`config.mk`:
```
export PLATFORM = sky130hd
export DESIGN_NAME = mul_arbiter
export DESIGN_NICKNAME = d
export VERILOG_FILES = /design/src/rtl/mul_arbiter.sv
export SDC_FILE = /design/constraint.sdc
export NUM_CORES = 1
export LEC_CHECK = 0
export CAP_MARGIN = 30
export CORE_AREA = 5 5 199 201
export CTS_CLUSTER_SIZE = 40
export DETAILED_ROUTE_END_ITERATION = 8
export DIE_AREA = 0 0 204 206
export DONT_BUFFER_PORTS = 1
export RECOVER_POWER = 25
export SKIP_LAST_GASP = 1
export SYNTH_ARGS = -nofsm -noshare
export SYNTH_HDL_FRONTEND = slang
export SYNTH_SLANG_ARGS = --single-unit
```
`constraint.sdc`:
```
create_clock -name clk -period 1.9 [get_ports clk]
set_input_delay 0.38 -clock clk [delete_from_list [all_inputs] [get_ports clk]]
set_output_delay 0.38 -clock clk [all_outputs]
set_load 0.02 [all_outputs]
```
`src/rtl/mul_arbiter.sv`:
```
// Round-robin arbiter sharing one fixed-latency pipelined multiplier among NREQ requesters.
// Define MULARB_PERF_EN to enable the issue/conflict performance counters.
module mul_arbiter #(
  parameter int NREQ    = 4,
  parameter int WIDTH   = 32,
  parameter int LATENCY = 5
) (
  input  logic                    clk,
  input  logic                    rst,
  input  logic [NREQ-1:0]         req_valid,
  output logic [NREQ-1:0]         req_ready,
  input  logic [NREQ*WIDTH-1:0]   req_a,
  input  logic [NREQ*WIDTH-1:0]   req_b,
  output logic [NREQ-1:0]         resp_valid,
  output logic [2*WIDTH-1:0]      resp_data,
  output logic [WIDTH-1:0]        mul_a,
  output logic [WIDTH-1:0]        mul_b,
  input  logic [2*WIDTH-1:0]      mul_pdt,
  output logic [31:0]             issue_count,
  output logic [31:0]             conflict_count
);
  localparam int IDW = $clog2(NREQ);

  logic [IDW-1:0]                rr_ptr_q, rr_ptr_d;
  logic [LATENCY-1:0]            vld_pipe_q, vld_pipe_d;
  logic [LATENCY-1:0][IDW-1:0]   id_pipe_q, id_pipe_d;
  logic [NREQ-1:0]               resp_valid_q, resp_valid_d;
  logic [2*WIDTH-1:0]            resp_data_q, resp_data_d;

  logic [IDW-1:0] gnt_id;
  logic [IDW-1:0] idx;
  logic           accept;

  // Search begins one past the last winner so the previous owner goes last.
  always_comb begin
    req_ready = '0;
    gnt_id    = '0;
    accept    = 1'b0;
    idx       = '0;
    for (int k = 1; k <= NREQ; k++) begin
      idx = IDW'((int'(rr_ptr_q) + k) % NREQ);
      if (!accept && req_valid[idx]) begin
        accept = 1'b1;
        gnt_id = idx;
      end
    end
    req_ready[gnt_id] = accept;
  end

  always_comb begin
    mul_a    = '0;
    mul_b    = '0;
    rr_ptr_d = rr_ptr_q;
    if (accept) begin
      mul_a    = req_a[gnt_id*WIDTH +: WIDTH];
      mul_b    = req_b[gnt_id*WIDTH +: WIDTH];
      rr_ptr_d = gnt_id;
    end
  end

  // Owner tags travel alongside the multiplier pipeline; the tail lines up with mul_pdt.
  always_comb begin
    vld_pipe_d    = '0;
    id_pipe_d     = '0;
    vld_pipe_d[0] = accept;
    id_pipe_d[0]  = gnt_id;
    for (int k = 1; k < LATENCY; k++) begin
      vld_pipe_d[k] = vld_pipe_q[k-1];
      id_pipe_d[k]  = id_pipe_q[k-1];
    end
  end

  always_comb begin
    resp_valid_d = '0;
    resp_data_d  = resp_data_q;
    if (vld_pipe_q[LATENCY-1]) begin
      resp_valid_d[id_pipe_q[LATENCY-1]] = 1'b1;
      resp_data_d                        = mul_pdt;
    end
  end

  always_ff @(posedge clk) begin
    if (rst) begin
      rr_ptr_q     <= '0;
      vld_pipe_q   <= '0;
      id_pipe_q    <= '0;
      resp_valid_q <= '0;
      resp_data_q  <= '0;
    end else begin
      rr_ptr_q     <= rr_ptr_d;
      vld_pipe_q   <= vld_pipe_d;
      id_pipe_q    <= id_pipe_d;
      resp_valid_q <= resp_valid_d;
      resp_data_q  <= resp_data_d;
    end
  end

  assign resp_valid = resp_valid_q;
  assign resp_data  = resp_data_q;

`ifdef MULARB_PERF_EN
  logic [31:0] issue_cnt_q, issue_cnt_d;
  logic [31:0] conflict_cnt_q, conflict_cnt_d;

  always_comb begin
    issue_cnt_d    = issue_cnt_q + {31'd0, accept};
    conflict_cnt_d = conflict_cnt_q;
    if ($countones(req_valid) >= 2) conflict_cnt_d = conflict_cnt_q + 32'd1;
  end

  always_ff @(posedge clk) begin
    if (rst) begin
      issue_cnt_q    <= '0;
      conflict_cnt_q <= '0;
    end else begin
      issue_cnt_q    <= issue_cnt_d;
      conflict_cnt_q <= conflict_cnt_d;
    end
  end

  assign issue_count    = issue_cnt_q;
  assign conflict_count = conflict_cnt_q;
`else
  assign issue_count    = '0;
  assign conflict_count = '0;
`endif

endmodule
```
==> flow_summary.toml <==
[timing]
max_slew.worst_pin.slew_ns = 1.10
timing.final.setup_violations = 68
setup_tns_ns = -32.13
rsz_0062_raised_after_global_routing = "true"
timing.slew.headroom_pct = 26.6
max_clock_freq_ghz = 0.411
timing.final.crit_share_pct = 128
fin_worst_hold_slack_ns = 0.116
report.final.slew_viol_count = 0
hold_viol = 0
setup_ws_ns = -0.532
min_period_ns = 2.43
timing.clock.skew_ns = 0.0134

[floorplan]
total_die_area_sq_um = 42000
fp.dieW_microns = 204
placeableCoreArea_sq_um = 37400
design.portCount = 526
dieHeight_microns = 206
placementRows = 71
start_util_pct = 14.0

[route]
antenna_violating_nets_post_route = 0
detail_route.vias_per_cell = 4.30
drt-wirelength-per-cell_microns = 24.6
remaining_drc_errors = 0
finalWirelength_microns = 27700
drt-initial-drc-count = 406
route.vias.total = 4859
first_pass_iters = 5

[critical_path]
cell_count_of_the_worst_reg_to_reg_path = 3
cpMaxStageDelayCell = "dfxtp_4"
r2r_slack_ns = 0.09
critical_path.startpoint = "rr_ptr_q[0]"
crit_path_frequent_cell = "buf_12"
required_time_at_the_worst_slack_endpoint_ns = 1.52
path_max_fanout = 8
cp_top_family = "compound AO/OA/AOI/OAI gates"
crit_type = "flip-flop to output pin"
cp_data_arrival_time_ns = 2.05
regToRegEndpoint = "resp_valid[0]"
setup.worst_path.end_class = "output pin"
critical_path.max_stage_delay_ns = 0.37
critical_path.cell_chain = "nand2b_4 -> a221oi_4 -> nor2_4 -> buf_12 -> a221o_1 -> buf_12"
crit_buf_inv = 2
rr_startpoint = "vld_pipe_q[4]"
worst_setup_path_start_kind = "flip-flop"

[worst_hold_path]
holdCritStartpoint = "rst"
worst_hold_path.num_cells = 1
holdCritPathClass = "primary input to flip-flop"
worstHoldEndpoint = "resp_data[56]"

[synth]
post_synth_instance_area_sq_um = 5240
ys_warn_count = 0
ys_ff_latch = 85
postSynthAreaPerCell_sq_um = 8.94
post_synth_inst_count = 586
synth_cell_types = 30
synth_sequential_area_ratio_pct = 32.5

[finish]
finalCoreUtilization_pct = 17.6
finalNonFillerCells = 1129
design_area_sq_um = 6580
design.final.nets = 929
flow.area_growth_from_synthesis_pct = 25.5
layout-drive-gt1-share_pct = 16.0

[global_routing]
grt_antenna_before_repair = 11
global_route.usage.met1_pct = 12.7
grtUsageMet2_pct = 19.0
first_global_vias = 4621
global_route_total_overflow = 0
grt_use_total_pct = 11.1
first_pass_grt_wire_length_microns = 34100
grt_most_used_layer = "met2"
global_route.usage.met3_pct = 3.03
grt_start_max_net_pins = 82

[power]
power_frac_seq_pct = 33.7
ir_drop_mv = 0.368
netSwitchingFraction_pct = 34.9
power_frac_comb_pct = 34.5
cellLeakagePower_uw = 0.00222
powerDensity_nw_per_um2 = 840
cellInternalPower_uw = 3600
power_switching_uw = 1930
clkPwrFrac_pct = 31.8

[placement]
io_buffers = 0
place.detailed.hpwl_microns = 21300
globalplace.congestion = 0.907
place_area_sq_um = 5850
placed_cells_incl_taps = 1082

[cts]
cts_max_level = 3
clock_tree_buffer_depth = 2
clock_latency_ns = 0.34
cts_tree = "built"
numCtsBuffers = 9
cts.sinks = 85
ctsRootBufferMaster = "clkbuf_16"
clk_transition_reported_paths_ns = 0.08

[outcome]
failed_checks = "setup timing"
outcome = "finished with violations"

[job]
timing.max_cap.violations = 0
## stage by stage
| stage | power [uW] | setup slack, ns |
|---|---|---|
| floorplan | 3250 | -0.0886 |
| global placement | 3460 | -0.244 |
| detailed placement | 3470 | -0.294 |
| CTS | 5430 | -0.533 |
| global route | 5790 | -0.594 |
| finish | 5530 | -0.532 |
## worst max-delay path by stage
stage          depth (start not counted)  slack, ns   endpoint
5_1_grt                                6      -0.59  mul_b[23]
3_3_place_gp                           5      -0.24  mul_a[23]
6_report                               6      -0.53  mul_b[23]
4_1_cts                                6      -0.53  mul_b[23]
3_5_place_dp                           5      -0.29  mul_a[23]
2_1_floorplan                          7      -0.09   mul_a[0]
## power by group through the flow
stage                     clock network [uW]  logic, uW  registers (uW)
after CTS                               1850       1710            1870
after global placement                     0       1550            1910
after detailed placement                   0       1560            1910
after floorplan                            0       1350            1890
final                                   1760       1910            1870
after global routing                    1930       2000            1870
## flip-flops by register name (all words and copies together), names as in the netlist
name	cells
id_pipe_d	8
id_pipe_q	2
resp_data	64
resp_valid	4
rr_ptr_q	2
vld_pipe_q	5
## synthesized netlist by cell type
cell       number  area share (%)
o32ai_2         1            0.31
o211a_1         1            0.19
a21oi_1         5            0.48
nand2b_1        1            0.12
inv_1           4            0.29
o221ai_1        1            0.17
o2bb2ai_1      64              11
o22a_1          1            0.17
a221o_1        64              12
o21ai_1         3            0.29
nor4_1          1            0.12
nor2_1         72             5.2
mux2i_1        64              12
dfxtp_1        85              32
a221oi_2        1            0.29
nor2b_1        14             1.7
buf_4          71              10
nand3_1        64             6.1
buf_2          18             1.7
nor3b_1         1            0.14
and3_1          1            0.12
o21bai_1        2            0.29
nor3_1          1           0.095
conb_1          1           0.072
clkbuf_1       30             2.1
o21ai_0         2            0.19
buf_6           7             1.5
nand2b_2        1            0.17
o22ai_1         1            0.12
nand2_1         4            0.29
## logic make-up (layout without fill, tap and decap cells)
| family | count (synthesis) | after routing | share of synthesized area, % |
|---|---|---|---|
| compound gates | 146 | 146 | 25.4 |
| buf+inv | 130 | 87 | 15.8 |
| flops | 85 | 85 | 32.5 |
| mux | 64 | 64 | 12.2 |
| other cells | 1 | 75 | 0.0716 |
| simple gates | 160 | 161 | 14.0 |
## worst register-to-register path: cells and delay by family (launching register included)
| kind | cells | cell delay, ns |
|---|---|---|
| and+or+nand+nor | 2 | 0.56 |
| buffers and inverters | 1 | 0.85 |
| DFF | 1 | 0.33 |
## layout make-up
cell class	count	area, sq um
timing repair buffer	68	857
fill	4151	30800
clock buffer	9	225
sequential	85	1710
inverter	4	15.0
clock inverter	6	63.8
tap	511	639
multi-input combinational	435	3040
antenna	11	27.5
## what timing repair did
action | 4_1_cts | 5_1_grt
pin swaps | 59 | 24
hold buffers | 0 | 0
gates resized for setup | 11 | 15
endpoints found under the setup margin | 68 | 68
setup buffers | 7 | 3
gates cloned | 3 | 8
## metal layers
layer | share of wire, % | up-vias
met5 | 0 | -
met4 | 5.7 | 0
met3 | 9.3 | 46
met2 | 50 | 399
met1 | 35 | 2298
li1 | - | 2116
## layout by cell type (no fill, tap or decap), types with 3 or more instances in the layout
cell	netlist	routed
o2bb2ai_1	64	64
inv_1	4	3
buf_4	71	35
nand3_1	64	64
dfxtp_4	0	3
diode_2	0	11
dfxtp_1	85	82
buf_16	0	3
nor2_1	72	71
buf_6	7	11
mux2i_1	64	64
clkbuf_16	0	14
nand2_1	4	4
a221o_1	64	64
nor2b_1	14	13
buf_12	0	12
conb_1	1	64
a21oi_1	5	4
o21ai_0	2	3
Note: power is estimated with default switching activity, not from simulation.
